<file path="src/rtl/sfx_pkg.sv">
// Shared types and the default tone table for the sound-effect engine.
package sfx_pkg;

    typedef struct packed {
        logic [15:0] half_period;
        logic [15:0] duration;
    } tone_t;

    typedef enum logic [2:0] {
        EV_WALL   = 3'd0,
        EV_PADDLE = 3'd1,
        EV_POINT  = 3'd2,
        EV_LVL_UP = 3'd3,
        EV_WIN    = 3'd4
    } event_e;

    // half period and duration, both in frames
    localparam tone_t TONE_TABLE [8] = '{
        '{16'd24, 16'd2400},
        '{16'd48, 16'd2400},
        '{16'd96, 16'd9600},
        '{16'd12, 16'd9600},
        '{16'd32, 16'd24000},
        '{16'd0,  16'd0},
        '{16'd0,  16'd0},
        '{16'd0,  16'd0}
    };

    function automatic logic tone_ok(input tone_t t);
        return (t.half_period != 16'd0) && (t.duration != 16'd0);
    endfunction

endpackage

</file>
<file path="src/rtl/sfx_tone_gen_if.sv">
// WM8731 DAC-side pins: MCLK, bit clock, LR clock and serial data.
interface sfx_tone_gen_if;

    logic aud_xck;
    logic aud_bclk;
    logic aud_daclrck;
    logic aud_dacdat;

    modport master (
        output aud_xck,
        output aud_bclk,
        output aud_daclrck,
        output aud_dacdat
    );

    modport slave (
        input aud_xck,
        input aud_bclk,
        input aud_daclrck,
        input aud_dacdat
    );

endinterface

</file>
<file path="src/rtl/wm8731_dac_ser.sv">
// Left-justified serialiser: frame counter, BCLK/LRCK/DAT and the
// per-frame sample latch.
module wm8731_dac_ser #(
    parameter int SAMPLE_W       = 16,
    parameter int CLK_PER_BCLK   = 16,
    parameter int BCLKS_PER_HALF = 32
) (
    input  logic                clk,
    input  logic                reset_n,
    input  logic [SAMPLE_W-1:0] sample,
    output logic                tick,
    output logic                aud_bclk,
    output logic                aud_daclrck,
    output logic                aud_dacdat
);

    localparam int HALF  = BCLKS_PER_HALF * CLK_PER_BCLK;
    localparam int FRAME = 2 * HALF;
    localparam int FW    = $clog2(FRAME);
    localparam int PW    = $clog2(CLK_PER_BCLK);
    localparam int KW    = (BCLKS_PER_HALF > 1) ? $clog2(BCLKS_PER_HALF) : 1;

    logic [FW-1:0]       fcnt;
    logic [PW-1:0]       ph;
    logic [KW-1:0]       k;
    logic [SAMPLE_W-1:0] smp;
    logic [SAMPLE_W-1:0] cur;
    logic [SAMPLE_W-1:0] sh;
    logic                dbit;

    assign tick = (fcnt == FW'(FRAME - 1));

    // bit 0 goes out on the same edge the sample is latched
    always_comb begin
        cur  = (fcnt == '0) ? sample : smp;
        sh   = cur << k;
        dbit = sh[SAMPLE_W-1];
    end

    always_ff @(posedge clk or negedge reset_n) begin
        if (!reset_n) begin
            fcnt        <= '0;
            ph          <= '0;
            k           <= '0;
            smp         <= '0;
            aud_bclk    <= 1'b0;
            aud_daclrck <= 1'b0;
            aud_dacdat  <= 1'b0;
        end else begin
            fcnt <= tick ? '0 : fcnt + 1'b1;
            ph   <= (ph == PW'(CLK_PER_BCLK - 1)) ? '0 : ph + 1'b1;
            if (ph == PW'(CLK_PER_BCLK - 1)) begin
                k <= (k == KW'(BCLKS_PER_HALF - 1)) ? '0 : k + 1'b1;
            end
            if (fcnt == '0) begin
                smp <= sample;
            end
            aud_bclk    <= (ph >= PW'(CLK_PER_BCLK / 2));
            aud_daclrck <= (fcnt < FW'(HALF));
            if (ph == '0) begin
                aud_dacdat <= dbit;
            end
        end
    end

endmodule

</file>
<file path="src/rtl/sfx_tone_gen.sv">
// Prioritised square-wave sound-effect engine feeding a WM8731 DAC.
// Define SFX_DECAY_EN to step the amplitude down each quarter of a tone.
module sfx_tone_gen
    import sfx_pkg::*;
#(
    parameter int                  N_EVENTS       = 5,
    parameter int                  SAMPLE_W       = 16,
    parameter int                  CLK_PER_BCLK   = 16,
    parameter int                  BCLKS_PER_HALF = 32,
    parameter logic [SAMPLE_W-1:0] AMPLITUDE      = SAMPLE_W'(16'h2000),
    parameter tone_t               TONES [8]      = TONE_TABLE,
    localparam int ID_W = (N_EVENTS > 1) ? $clog2(N_EVENTS) : 1
) (
    input  logic                clk,
    input  logic                reset_n,
    input  logic [N_EVENTS-1:0] trig,
    input  logic                mute,
    sfx_tone_gen_if.master      aud,
    output logic                busy,
    output logic [ID_W-1:0]     active_id
);

    logic [2:0]          h;
    logic [2:0]          act3;
    logic                hit;
    logic                load;
    logic                tick;
    tone_t               th;
    tone_t               ta;
    logic [15:0]         dur_cnt;
    logic [15:0]         hp_cnt;
    logic                level;
    logic                xdiv;
    logic [SAMPLE_W-1:0] mag;
    logic [SAMPLE_W-1:0] sample;

    always_comb begin
        h   = 3'd0;
        hit = 1'b0;
        for (int i = 0; i < N_EVENTS; i++) begin
            if (trig[i]) begin
                h   = 3'(i);
                hit = 1'b1;
            end
        end
    end

    assign act3 = 3'(active_id);
    assign th   = TONES[h];
    assign ta   = TONES[act3];
    assign load = hit && tone_ok(th) && (!busy || h >= act3);

    always_ff @(posedge clk or negedge reset_n) begin
        if (!reset_n) begin
            busy      <= 1'b0;
            active_id <= '0;
            dur_cnt   <= '0;
            hp_cnt    <= '0;
            level     <= 1'b1;
        end else if (load) begin
            busy      <= 1'b1;
            active_id <= ID_W'(h);
            dur_cnt   <= th.duration;
            hp_cnt    <= '0;
            level     <= 1'b1;
        end else if (tick && busy) begin
            if (hp_cnt == ta.half_period - 16'd1) begin
                level  <= ~level;
                hp_cnt <= '0;
            end else begin
                hp_cnt <= hp_cnt + 16'd1;
            end
            dur_cnt <= dur_cnt - 16'd1;
            if (dur_cnt == 16'd1) begin
                busy <= 1'b0;
            end
        end
    end

`ifdef SFX_DECAY_EN
    logic [15:0] b1;
    logic [15:0] b2;
    logic [15:0] b3;
    logic [1:0]  q;

    // quarter boundaries snapshot at load so retriggers rescale them
    always_ff @(posedge clk or negedge reset_n) begin
        if (!reset_n) begin
            b1 <= '0;
            b2 <= '0;
            b3 <= '0;
        end else if (load) begin
            b1 <= 16'((32'(th.duration) * 32'd3) >> 2);
            b2 <= th.duration >> 1;
            b3 <= th.duration >> 2;
        end
    end

    always_comb begin
        q = 2'd0;
        if (dur_cnt <= b3) begin
            q = 2'd3;
        end else if (dur_cnt <= b2) begin
            q = 2'd2;
        end else if (dur_cnt <= b1) begin
            q = 2'd1;
        end
    end

    assign mag = AMPLITUDE >> q;
`else
    assign mag = AMPLITUDE;
`endif

    assign sample = (busy && !mute) ? (level ? mag : -mag) : '0;

    always_ff @(posedge clk or negedge reset_n) begin
        if (!reset_n) begin
            xdiv        <= 1'b0;
            aud.aud_xck <= 1'b0;
        end else begin
            xdiv <= ~xdiv;
            if (xdiv) begin
                aud.aud_xck <= ~aud.aud_xck;
            end
        end
    end

    wm8731_dac_ser #(
        .SAMPLE_W       (SAMPLE_W),
        .CLK_PER_BCLK   (CLK_PER_BCLK),
        .BCLKS_PER_HALF (BCLKS_PER_HALF)
    ) u_ser (
        .clk         (clk),
        .reset_n     (reset_n),
        .sample      (sample),
        .tick        (tick),
        .aud_bclk    (aud.aud_bclk),
        .aud_daclrck (aud.aud_daclrck),
        .aud_dacdat  (aud.aud_dacdat)
    );

endmodule

</file>
<file path="src/flat_wrapper.sv">
// flat-port wrapper written by rule: the top's interface ports become plain ports
module sfx_tone_gen_flat import sfx_pkg::*;
#(
    parameter int                  N_EVENTS       = 5,
    parameter int                  SAMPLE_W       = 16,
    parameter int                  CLK_PER_BCLK   = 16,
    parameter int                  BCLKS_PER_HALF = 32,
    parameter logic [SAMPLE_W-1:0] AMPLITUDE      = SAMPLE_W'(16'h2000),
    parameter tone_t               TONES [8]      = TONE_TABLE,
    localparam int ID_W = (N_EVENTS > 1) ? $clog2(N_EVENTS) : 1
)
  (clk, reset_n, trig, mute, busy, active_id, aud_aud_xck, aud_aud_bclk, aud_aud_daclrck, aud_aud_dacdat);
  sfx_tone_gen_if aud_i ();
  input  logic clk;
  input  logic reset_n;
  input  logic [N_EVENTS-1:0] trig;
  input  logic mute;
  output logic busy;
  output logic [ID_W-1:0] active_id;
  output wire logic [$bits(aud_i.aud_xck)-1:0] aud_aud_xck;
  output wire logic [$bits(aud_i.aud_bclk)-1:0] aud_aud_bclk;
  output wire logic [$bits(aud_i.aud_daclrck)-1:0] aud_aud_daclrck;
  output wire logic [$bits(aud_i.aud_dacdat)-1:0] aud_aud_dacdat;
  assign aud_aud_xck = aud_i.aud_xck;
  assign aud_aud_bclk = aud_i.aud_bclk;
  assign aud_aud_daclrck = aud_i.aud_daclrck;
  assign aud_aud_dacdat = aud_i.aud_dacdat;
  sfx_tone_gen #(.N_EVENTS(N_EVENTS), .SAMPLE_W(SAMPLE_W), .CLK_PER_BCLK(CLK_PER_BCLK), .BCLKS_PER_HALF(BCLKS_PER_HALF), .AMPLITUDE(AMPLITUDE), .TONES(TONES)) u_core (.clk(clk), .reset_n(reset_n), .trig(trig), .mute(mute), .aud(aud_i), .busy(busy), .active_id(active_id));
endmodule
</file>
<file path="config.mk">
export PLATFORM = sky130hd
export DESIGN_NAME = sfx_tone_gen_flat
export DESIGN_NICKNAME = d
export VERILOG_FILES = /design/src/rtl/sfx_pkg.sv /design/src/rtl/sfx_tone_gen_if.sv /design/src/rtl/wm8731_dac_ser.sv /design/src/rtl/sfx_tone_gen.sv /design/src/flat_wrapper.sv
export SDC_FILE = /design/constraint.sdc
export NUM_CORES = 1
export LEC_CHECK = 0
export CAP_MARGIN = 20
export CORE_ASPECT_RATIO = 2
export CORE_MARGIN = 5
export CORE_UTILIZATION = 30
export DETAILED_ROUTE_END_ITERATION = 12
export SETUP_SLACK_MARGIN = 0.05
export SLEW_MARGIN = 20
export SYNTH_ARGS = -nofsm -noshare
export SYNTH_HDL_FRONTEND = slang
export SYNTH_HIERARCHICAL = 1
export SYNTH_SLANG_ARGS = --single-unit
</file>
<file path="constraint.sdc">
create_clock -name clk -period 3.45 [get_ports clk]
set_clock_uncertainty 0.05 [all_clocks]
set_input_delay 0.345 -clock clk [delete_from_list [all_inputs] [get_ports clk]]
set_output_delay 0.345 -clock clk [all_outputs]
set_load 0.01 [all_outputs]
</file>
==> results of run 1 <==
## metrics by stage
step	instances	power (W)	worst slack, ns	instance area, sq um	utilization [%]
after CTS	668	0.00289	0.514	5100	35.9
after global placement	652	0.00179	0.367	4750	33.5
final	668	0.00286	0.500	5100	35.9
after detailed placement	652	0.00181	0.311	4750	33.5
after global routing	668	0.00304	0.283	5100	35.9
after floorplan	456	0.00158	0.386	4390	-
## worst max path at each step
stage / to / slack, ns / depth (start not counted)
floorplan: u_core/hp_cnt[10]$_DFFE_PN0P_ / 0.39 / 12
detailed placement: u_core/hp_cnt[5]$_DFFE_PN0P_ / 0.31 / 9
global route: u_core/hp_cnt[14]$_DFFE_PN0P_ / 0.28 / 11
global placement: u_core/hp_cnt[11]$_DFFE_PN0P_ / 0.37 / 10
finish: u_core/hp_cnt[0]$_DFFE_PN0P_ / 0.50 / 10
CTS: u_core/hp_cnt[0]$_DFFE_PN0P_ / 0.51 / 10
## state kept, by name (all words and copies together), names as in the netlist
name,count
u_core/dur_cnt,16
u_core/hp_cnt,16
u_core/u_ser/smp,16
u_core/u_ser/fcnt,10
u_core/u_ser/k,5
u_core/u_ser/ph,4
u_core/active_id,3
u_core/aud.aud_xck,1
u_core/busy,1
u_core/level,1
u_core/u_ser/aud_bclk,1
u_core/u_ser/aud_dacdat,1
u_core/u_ser/aud_daclrck,1
u_core/xdiv,1
## synthesized netlist by cell type (7+ instances only)
library cell | n | share of area (%)
sky130_fd_sc_hd__or3_1 | 9 | 1.3
sky130_fd_sc_hd__mux2_1 | 10 | 2.6
sky130_fd_sc_hd__inv_1 | 20 | 1.7
sky130_fd_sc_hd__xor2_1 | 9 | 1.8
sky130_fd_sc_hd__nor2b_1 | 7 | 1.0
sky130_fd_sc_hd__xnor2_1 | 13 | 2.6
sky130_fd_sc_hd__dfrtp_1 | 76 | 44
sky130_fd_sc_hd__nor2_1 | 35 | 3.1
sky130_fd_sc_hd__nor3_1 | 11 | 1.3
sky130_fd_sc_hd__or4_1 | 7 | 1.2
sky130_fd_sc_hd__a21oi_1 | 24 | 2.8
sky130_fd_sc_hd__mux2_2 | 13 | 3.4
sky130_fd_sc_hd__o31ai_1 | 8 | 1.4
sky130_fd_sc_hd__clkbuf_1 | 15 | 1.3
sky130_fd_sc_hd__o21ai_0 | 23 | 2.7
sky130_fd_sc_hd__ha_1 | 16 | 4.7
sky130_fd_sc_hd__nand3_1 | 18 | 2.1
sky130_fd_sc_hd__nand2_1 | 30 | 2.6
## layout make-up
cell class | count | area [sq um] | share of cell area, %
Multi-Input combinational cell | 340 | 2300 | 45.1
Tap cell | 192 | 240 | 4.71
Inverter | 20 | 75.1 | 1.47
Sequential cell | 77 | 1930 | 37.8
Timing Repair Buffer | 23 | 211 | 4.15
Clock inverter | 3 | 65.1 | 1.28
Clock buffer | 13 | 280 | 5.50
## power breakdown
group	switching, W	internal, W
combinational	0.000441	0.000292
sequential	0.0000837	0.000977
clock	0.000359	0.000711
total	0.000884	0.00198
## critical path, cell delays in order, from the launching register on
cell and delay (ns):
sky130_fd_sc_hd__dfrtp_1 0.37, sky130_fd_sc_hd__inv_1 0.12, sky130_fd_sc_hd__ha_1 0.25, sky130_fd_sc_hd__or2_2 0.30, sky130_fd_sc_hd__ha_1 0.29, sky130_fd_sc_hd__xor2_1 0.14
sky130_fd_sc_hd__o211ai_1 0.14, sky130_fd_sc_hd__a311oi_1 0.30, sky130_fd_sc_hd__o2111ai_1 0.32, sky130_fd_sc_hd__and3_1 0.30, sky130_fd_sc_hd__mux2_2 0.26
## metal layers
metal / vias up / share of wire (%) / GRT usage (%)
met5: - / 0 / 0
met2: 48 / 47 / 17.4
met4: 0 / 1.8 / 5.00
met1: 1611 / 49 / 15.6
met3: 13 / 3.1 / 2.35
li1: 1620 / - / -
## cells by family (layout without fill, tap and decap cells)
logic type / count (synthesis) / in the layout
simple gates: 156 / 156
compound gates: 89 / 89
flops: 77 / 77
buf+inv: 39 / 59
mux: 33 / 33
xor+xnor: 22 / 22
fa+ha+maj: 16 / 16
other cells: 1 / 24
==> results.txt, run 1 <==
----------------------------------------------------
[Timing]
  Summed negative setup slack over all endpoints ... 0 ns
  Transition time at the pin with the least slew margin ... approximately 0.97 ns
  Final period util ... a little under nine tenths
  RSZ-0062 raised after global routing ... false
  Hold Fails Final Rpt ... 3
  Fmax ... 0.339 GHz
  Setup-violating endpoint count in the final report ... 0
  Worst hold slack across all endpoints ... -0.00906 ns
  Normalized max-slew margin ... between 30% and 40%
  Final Critical Period ... just under 3 ns
  Number of slew-limit violations in the final report ... 0

[Routing]
  First-pass DRT Iterations ... 4
  Routed wire length ... between 8 and 9 mm
  Remaining DRCs ... 0
  Via count of the routed design ... ~3300
  Detailed-route wire length per cell ... roughly 13 um
  Count of nets left with antenna violations after detail routing ... 0
  Number of DRC violations after detailed-routing iteration 0 ... between 150 and 200
  Vias per inst ... between 4 and 5

[Global routing]
  Wire length of the first global-routing pass ... about 15 mm
  All-layer global routing usage ... about 11%
  Antenna violations before repair ... 0
  Pin count of the biggest net entering global routing ... a little under 80
  Number of global-route vias before repair ... ~3200
  Residual overflow from global routing ... 0

[Power]
  Peak supply drop ... approximately 400 uV
  Total power per unit cell area ... about 560 nW/um^2
  LEAKAGE ... between 2 and 2.5 nW

[Placed design]
  # port buffers ... 15
  Final GP Congestion ... about 0.8
  Detailed-placement wirelength estimate ... between 6 and 7 mm

[Worst setup path]
  Crit Path Category ... reg2reg
  CP Launch Type ... flop
  Data required time of the critical path ... around 3.6 ns
  Critical path endpoint category ... flop
  Reg2reg path depth ... 10
  Crit Reg-Reg Endpoint ... u_core/hp_cnt[0]$_DFFE_PN0P_
  Launching element of the worst setup path ... u_core/active_id[1]$_DFFE_PN0N_
  Arrival time of data at the critical path endpoint ... between 3 and 4 ns
  Max FO, Critical Path ... 5
  Reg-to-reg slack, setup ... approximately 0.5 ns
  Reg-to-Reg Start ... u_core/active_id[1]$_DFFE_PN0N_

[Clocking]
  Clock Sinks ... a little under 80
  Count of hold buffers inserted by post-cts repair ... 0
  Number of levels in the clock H-tree ... 3
  CTS tree ... built
  CTS Root Cell ... sky130_fd_sc_hd__clkbuf_16
  Clock latency of the later-clocked register in the worst-skew pair ... approximately 0.33 ns
  Post-CTS resize count ... 0
  CTS max path bufs ... 2
  Num CTS Buffers ... 9
  Post-CTS Setup Bufs ... 0
  Register clock-pin slew on the reported worst setup and hold paths ... roughly 0.060 ns

[Cells and area]
  Commonest non-fill, non-tap cells in the layout ... sky130_fd_sc_hd__dfrtp_1, sky130_fd_sc_hd__nor2_1, sky130_fd_sc_hd__nand2_1
  Most common library cell in the layout ignoring fill and taps ... sky130_fd_sc_hd__dfrtp_1
  Ratio of cells with drive above 1 in the final layout ... 10.5%
  Filler cells ... 1442
  Area growth, synth to finish ... 18.6%
  Ant diodes ... 0
  Number of nets at the end of the flow ... around 500

[Synth]
  Fraction of the mapped netlist area in adder cells ... around 4.7%
  Number of different library cells in the post-synthesis netlist ... 58
  Synth Area in Simple Gates ... 19.6%
  Dominant combinational cell family by area after synthesis ... simple AND/OR/NAND/NOR gates
  Synth Area in Compound Gates ... a little over an eighth
  Synthesized flop and latch total ... slightly below 80
  Number of enable-type register cells in the synthesized netlist ... 0
  Number of synthesis warnings ... 6
  Mux contribution to synthesized area ... 9.60%
  Share of synthesized flip-flops with an asynchronous set or reset ... 100%
  Syn Area/Cell ... slightly below 10 sq um
  Part of the Yosys area used for sequential elements ... roughly 45%
  Mapped cell area ... 4300 sq um
  Cell count after synthesis ... 433
  Dominant register cell in the synthesized netlist ... sky130_fd_sc_hd__dfrtp_1
  Share of the synthesized netlist area taken by xor and xnor gates ... under 10%

[Floorplanning]
  I/O pin count ... 16
  Core area ... 14200 sq um
  Row count ... between 60 and 70
  Initial cell density of the core ... a little over 30%
  Die Width ... 94.6 um
  Vertical die dimension ... between 150 and 200 um
  Die ar. ... between 15000 and 20000 sq um

[Outcome]
  Result of the run ... complete, but fails checks
  Violations in the final reports ... hold timing

[Run]
  Max-capacitance violation count ... 0

[Hold path]
  Class of the tightest hold or removal check ... in2async

----------------------------------------------------
(Power assumes the default switching activity.)
==> inputs of run 2 (changes only) <==
CTS_BUF_LIST = sky130_fd_sc_hd__clkbuf_4 sky130_fd_sc_hd__clkbuf_8   (was default)
==> results.txt, run 2 (synthesis results as in run 1) <==
----------------------------------------------------
[Global routing]
  Antenna violations before repair ... 0 (unchanged)
  Residual overflow from global routing ... 0 (unchanged)
  Wire length of the first global-routing pass ... 15.4 mm (-0.31%)
  Number of global-route vias before repair ... 3200 (-0.62%)
  Pin count of the biggest net entering global routing ... 78 (unchanged)
  All-layer global routing usage ... 11.3% (-0.12 points)

[Timing]
  Transition time at the pin with the least slew margin ... 0.954 ns (-0.0166 ns)
  Hold Fails Final Rpt ... 43 (+40)
  Worst hold slack across all endpoints ... -0.0459 ns (-0.0369 ns)
  Final period util ... 84.9% (-0.64 points)
  Number of slew-limit violations in the final report ... 0 (unchanged)
  Final Critical Period ... 2.93 ns (-0.0222 ns)
  Setup WS post-layout ... 0.522 ns (+0.0222 ns)
  Setup-violating endpoint count in the final report ... 0 (unchanged)
  RSZ-0062 raised after global routing ... false
  Summed negative setup slack over all endpoints ... 0 ns (unchanged)
  Fmax ... 0.342 GHz (+0.76%)
  Normalized max-slew margin ... 36.4% (+1.1 points)

[Placed design]
  Final GP Congestion ... 0.798 (unchanged)
  Post-Place Worst Slack ... 0.311 ns (unchanged)
  Number of instances in the placed design ... 652 (unchanged)
  # port buffers ... 15 (unchanged)
  Detailed-placement wirelength estimate ... 6.11 mm (unchanged)
  Instance area at placement ... 4750 sq um (unchanged)

[Outcome]
  Result of the run ... complete, but fails checks
  Violations in the final reports ... hold timing

[Clocking]
  Register clock-pin slew on the reported worst setup and hold paths ... 0.08 ns (+0.02 ns)
  Number of levels in the clock H-tree ... 3 (unchanged)
  CTS tree ... built
  Clock Sinks ... 77 (unchanged)
  Post-CTS Setup Bufs ... 0 (unchanged)
  Count of hold buffers inserted by post-cts repair ... 0 (unchanged)
  CTS max path bufs ... 2 (unchanged)
  Post-CTS resize count ... 0 (unchanged)
  Clock latency of the later-clocked register in the worst-skew pair ... 0.35 ns (+0.02 ns)
  CTS Root Cell ... sky130_fd_sc_hd__clkbuf_8
  Num CTS Buffers ... 9 (unchanged)

[Worst setup path]
  Worst path buffer plus inverter count ... 1 (unchanged)
  Data required time of the critical path ... 3.64 ns (+0.02 ns)
  Worst path max stage delay ... 0.38 ns (about the same)
  Arrival time of data at the critical path endpoint ... 3.12 ns (about the same)
  Critical-path cell list ... inv_1, ha_1, or2_2, ha_1, xor2_1, o211ai_1, a311oi_1, o2111ai_1, and3_1, mux2_2
  Max FO, Critical Path ... 5 (unchanged)
  Crit Reg-Reg Endpoint ... u_core/hp_cnt[0]$_DFFE_PN0P_
  Slowest cell on crit path ... sky130_fd_sc_hd__dfrtp_1
  Cell type group with the largest total delay on the critical path ... compound AO/OA/AOI/OAI gates
  Reg-to-reg slack, setup ... 0.52 ns (+0.02 ns)
  CP Launch Type ... flop
  Most frequent cell on the critical path ... sky130_fd_sc_hd__ha_1
  Critical path endpoint category ... flop
  Reg-to-Reg Start ... u_core/active_id[1]$_DFFE_PN0N_
  Reg2reg path depth ... 10 (unchanged)
  Crit Path Category ... reg2reg

[Cells and area]
  Ratio of cells with drive above 1 in the final layout ... 10.5% (unchanged)
  Area growth, synth to finish ... 16.3%
  Post-route standard cell area excluding fillers ... 5000 sq um (-2.0%)
  Ant diodes ... 0 (unchanged)
  Number of nets at the end of the flow ... 495 (unchanged)
  Most common library cell in the layout ignoring fill and taps ... sky130_fd_sc_hd__dfrtp_1
  Biggest regs ... u_core/dur_cnt: 16 flops, u_core/hp_cnt: 16 flops, u_core/u_ser/smp: 16 flops
  Final Non-Filler Cells ... 668 (unchanged)
  Commonest non-fill, non-tap cells in the layout ... sky130_fd_sc_hd__dfrtp_1, sky130_fd_sc_hd__nor2_1, sky130_fd_sc_hd__nand2_1

[Floorplanning]
  Initial cell density of the core ... 30.3% (unchanged)
  I/O pin count ... 16 (unchanged)
  Vertical die dimension ... 179 um (unchanged)
  Die ar. ... 17000 sq um (unchanged)
  Row count ... 62 (unchanged)
  Die Width ... 94.6 um (unchanged)
  Core area ... 14200 sq um (unchanged)

[Power]
  Total power ... 0.00261 W (-9.0%)
  LEAKAGE ... 2.10 nW (-2.2%)
  Peak supply drop ... 434 uV (+9.5%)
  Total power per unit cell area ... 522 nW/um^2 (-7.1%)

[Routing]
  Count of nets left with antenna violations after detail routing ... 0 (unchanged)
  Number of DRC violations after detailed-routing iteration 0 ... 176 (+13%)
  Remaining DRCs ... 0 (unchanged)
  Via count of the routed design ... 3294 (+0.061%)
  Vias per inst ... 4.93 (about the same)
  Routed wire length ... 8.83 mm (-1.0%)
  Detailed-route wire length per cell ... 13.2 um (-1.0%)
  First-pass DRT Iterations ... 4 (unchanged)

[Run]
  Max-capacitance violation count ... 0 (unchanged)

[Hold path]
  Class of the tightest hold or removal check ... in2async

----------------------------------------------------
run 2: through the flow:
step | hold slack, ns | util (%)
2_1_floorplan | -0.000591 | -
3_3_place_gp | 0.377 | 33.5
3_5_place_dp | 0.383 | 33.5
4_1_cts | 0.148 | 35.2
5_1_grt | 0.0247 | 35.2
6_report | -0.0459 | 35.2
run 2: per-layer routing:
layer  up-vias  GRT usage (%)  routed length, um
met4         0           3.92                106
met2        57           17.3               4080
met5         -              0                  0
li1       1615              -                  -
met1      1614           15.5               4310
met3         8           2.86                328
run 2: area by class of cell:
cell class	instances	area (sq um)
fillers	1460	9200
multi-input cells	340	2300
repair buffers	23	211
well taps	192	240
flip-flops and latches	77	1930
clock inverters	3	65.1
inverters	20	75.1
clock buffers	13	179
run 2: report_power, final:
part | internal (W) | switching (W) | leakage (nW)
Clock | 0.000486 | 0.000331 | 0.126
Combinational | 0.000292 | 0.000440 | 1.01
Sequential | 0.000975 | 0.0000835 | 0.965
run 2: worst max-delay path by stage:
| stage | from | end | slack, ns | cells past startpoint |
|---|---|---|---|---|
| 3_3_place_gp | trig[1] | u_core/hp_cnt[11]$_DFFE_PN0P_ | 0.37 | 10 |
| 3_5_place_dp | trig[4] | u_core/hp_cnt[5]$_DFFE_PN0P_ | 0.31 | 9 |
| 6_report | u_core/active_id[1]$_DFFE_PN0N_ | u_core/hp_cnt[0]$_DFFE_PN0P_ | 0.52 | 10 |
| 2_1_floorplan | u_core/active_id[0]$_DFFE_PN0N_ | u_core/hp_cnt[10]$_DFFE_PN0P_ | 0.39 | 12 |
| 4_1_cts | u_core/active_id[1]$_DFFE_PN0N_ | u_core/hp_cnt[0]$_DFFE_PN0P_ | 0.52 | 10 |
| 5_1_grt | u_core/active_id[1]$_DFFE_PN0N_ | u_core/hp_cnt[14]$_DFFE_PN0P_ | 0.28 | 11 |
==> inputs of run 3 (changes only) <==
clock period = 3 ns   (was 3.45 ns; I/O delays follow)
==> results.txt, run 3 (synthesis results as in run 1) <==
----------------------------------------------------
[Clocking]
  CTS tree ... built
  Clock latency of the later-clocked register in the worst-skew pair ... 0.35 ns (about the same)
  Num CTS Buffers ... 9 (unchanged)
  CTS Root Cell ... sky130_fd_sc_hd__clkbuf_8
  Number of levels in the clock H-tree ... 3 (unchanged)
  Register clock-pin slew on the reported worst setup and hold paths ... 0.08 ns (about the same)
  Clock Sinks ... 77 (unchanged)
  Post-CTS Setup Bufs ... 0 (unchanged)
  CTS max path bufs ... 2 (unchanged)

[Cells and area]
  Area growth, synth to finish ... 17.2%
  Filler cells ... 1433 (-1.8%)
  Ratio of cells with drive above 1 in the final layout ... 11.5% (+0.95 points)
  Most common library cell in the layout ignoring fill and taps ... sky130_fd_sc_hd__dfrtp_1
  Ant diodes ... 0 (unchanged)
  Commonest non-fill, non-tap cells in the layout ... sky130_fd_sc_hd__dfrtp_1, sky130_fd_sc_hd__nor2_1, sky130_fd_sc_hd__nand2_1
  Number of nets at the end of the flow ... 499 (+0.81%)
  Biggest regs ... u_core/dur_cnt: 16 flops, u_core/hp_cnt: 16 flops, u_core/u_ser/smp: 16 flops

[Worst setup path]
  Reg-to-Reg Start ... u_core/active_id[0]$_DFFE_PN0N_
  Reg-to-reg slack, setup ... 0.30 ns (-0.22 ns)
  Critical-path cell list ... inv_1, ha_1, or2_2, ha_1, xor2_1, o211ai_1, a311oi_1, o2111ai_2, and3_1, mux2_2
  Slowest cell on crit path ... sky130_fd_sc_hd__dfrtp_1
  Data required time of the critical path ... 3.19 ns (-0.45 ns)
  Reg2reg path depth ... 10 (unchanged)
  Most frequent cell on the critical path ... sky130_fd_sc_hd__ha_1
  Max FO, Critical Path ... 5 (unchanged)
  Arrival time of data at the critical path endpoint ... 2.88 ns (-0.24 ns)
  Worst path max stage delay ... 0.35 ns (-0.03 ns)
  Crit Reg-Reg Endpoint ... u_core/hp_cnt[0]$_DFFE_PN0P_
  CP Launch Type ... flop
  Critical path endpoint category ... flop
  Crit Path Category ... reg2reg

[Global routing]
  Wire length of the first global-routing pass ... 15.2 mm (-0.90%)
  Pin count of the biggest net entering global routing ... 78 (unchanged)
  Met2 Use GR ... 16.8% (-0.41 points)
  Number of global-route vias before repair ... 3225 (+0.78%)
  Residual overflow from global routing ... 0 (unchanged)
  Global routing met1 resource utilization ... 15.4% (-0.13 points)
  All-layer global routing usage ... 11.0% (-0.33 points)
  Antenna violations before repair ... 0 (unchanged)
  Global-route track usage on met3 ... 2.10% (-0.76 points)
  Busiest layer in global routing ... met2

[Timing]
  Normalized max-slew margin ... 52.5% (+16 points)
  Summed negative setup slack over all endpoints ... 0 ns (unchanged)
  Final Critical Period ... 2.70 ns (-0.229 ns)
  Number of slew-limit violations in the final report ... 0 (unchanged)
  RSZ-0062 raised after global routing ... false
  Transition time at the pin with the least slew margin ... 0.712 ns (-0.242 ns)
  Setup-violating endpoint count in the final report ... 0 (unchanged)
  Fmax ... 0.371 GHz (+8.5%)
  Hold Fails Final Rpt ... 0 (-100%)
  Final period util ... 90.0% (+5.1 points)

[Routing]
  Detailed-route wire length per cell ... 12.8 um (-3.3%)
  Via count of the routed design ... 3233 (-1.9%)
  Number of DRC violations after detailed-routing iteration 0 ... 166 (-5.7%)
  Routed wire length ... 8.59 mm (-2.7%)
  Vias per inst ... 4.81 (-2.4%)
  First-pass DRT Iterations ... 4 (unchanged)
  Count of nets left with antenna violations after detail routing ... 0 (unchanged)
  Remaining DRCs ... 0 (unchanged)

[Power]
  NetSw ... 0.00101 W (+18%)
  Total power ... 0.00303 W (+16%)
  Total power per unit cell area ... 602 nW/um^2 (+15%)
  Clock network fraction of total power ... 29.8% (-1.5 points)
  Total internal power ... 0.00203 W (+16%)
  LEAKAGE ... 2.11 nW (+0.56%)
  Switching power as a share of total power ... 33.1% (+0.37 points)
  Peak supply drop ... 358 uV (-18%)
  Combinational cell fraction of total power ... 30.4% (+2.3 points)
  Sequential group share of total power ... 39.8% (-0.8 points)

[Hold path]
  Start point of the worst min-delay path ... u_core/xdiv$_DFF_PN0_
  Class of the tightest hold or removal check ... reg2reg
  Hold endpoint ... u_core/xdiv$_DFF_PN0_
  Worst hold stages ... 1

[Floorplanning]
  Initial cell density of the core ... 30.3% (unchanged)
  Row count ... 62 (unchanged)
  I/O pin count ... 16 (unchanged)
  Die ar. ... 17000 sq um (unchanged)
  Core area ... 14200 sq um (unchanged)
  Die Width ... 94.6 um (unchanged)
  Vertical die dimension ... 179 um (unchanged)

[Outcome]
  Result of the run ... finished, final reports clean

[Placed design]
  Final GP Congestion ... 0.807 (+1.2%)
  # port buffers ... 15 (unchanged)
  Detailed-placement wirelength estimate ... 6.05 mm (-1.1%)

[Run]
  Max-capacitance violation count ... 0 (unchanged)

----------------------------------------------------
[run 3: how the worst max path moves through the flow]
stage,depth (start not counted),slack [ns],end,from
CTS,9,0.22,u_core/hp_cnt[5]$_DFFE_PN0P_,u_core/u_ser/fcnt[0]$_DFF_PN0_
global placement,11,0.24,u_core/hp_cnt[7]$_DFFE_PN0P_,trig[1]
detailed placement,11,0.19,u_core/hp_cnt[5]$_DFFE_PN0P_,trig[1]
global route,10,0.08,u_core/dur_cnt[14]$_DFFE_PN0P_,u_core/u_ser/fcnt[0]$_DFF_PN0_
finish,10,0.30,u_core/hp_cnt[0]$_DFFE_PN0P_,u_core/active_id[0]$_DFFE_PN0N_
floorplan,12,0.08,u_core/hp_cnt[11]$_DFFE_PN0P_,u_core/active_id[1]$_DFFE_PN0N_
[run 3: repair_timing]
action | CTS | global route
hold buffers | 0 | 1
resized for setup | 0 | 2
setup endpoints to repair | 0 | 9
endpoints found under the hold margin | 0 | 40
[run 3: critical path: cells and delay by family, from the launching register on]
kind / cells / cell delay [ns]
XOR/XNOR: 1 / 0.14
adder cells (fa/ha/maj): 2 / 0.59
AO/OA/AOI/OAI: 3 / 0.60
AND/OR/NAND/NOR: 2 / 0.56
flip-flops: 1 / 0.35
multiplexers: 1 / 0.26
buffers and inverters: 1 / 0.06
[run 3: power groups by stage]
| stage | Combinational, W | Sequential, W | Clock [W] |
|---|---|---|---|
| final | 0.000921 | 0.00121 | 0.000903 |
| after floorplan | 0.000599 | 0.00122 | 0 |
| after detailed placement | 0.000920 | 0.00123 | 0 |
| after global placement | 0.000910 | 0.00123 | 0 |
| after global routing | 0.00104 | 0.00123 | 0.000972 |
| after CTS | 0.000924 | 0.00121 | 0.000934 |
[run 3: area by class of cell]
cell class,instances,area (sq um),area share (%)
clock buffer,11,151,3.00
clock inverter,5,81.3,1.61
sequential,77,1930,38.3
timing repair buffer,27,256,5.09
inverter,20,75.1,1.49
multi-input combinational,340,2310,45.8
tap,192,240,4.77
[run 3: stage by stage]
step	worst slack [ns]	util, %	area (sq um)	instances	hold slack, ns
after floorplan	0.0762	-	4390	456	-0.0456
after global placement	0.243	33.7	4790	655	0.376
after detailed placement	0.188	33.7	4790	655	0.378
after CTS	0.222	35.4	5020	671	0.0847
after global routing	0.0829	35.5	5040	672	0.423
final	0.301	35.5	5040	672	0.390
[run 3: per-layer routing]
metal / vias up / wire (um)
li1: 1628 / -
met1: 1551 / 4400
met2: 45 / 3800
met3: 9 / 279
met4: 0 / 106
met5: - / 0
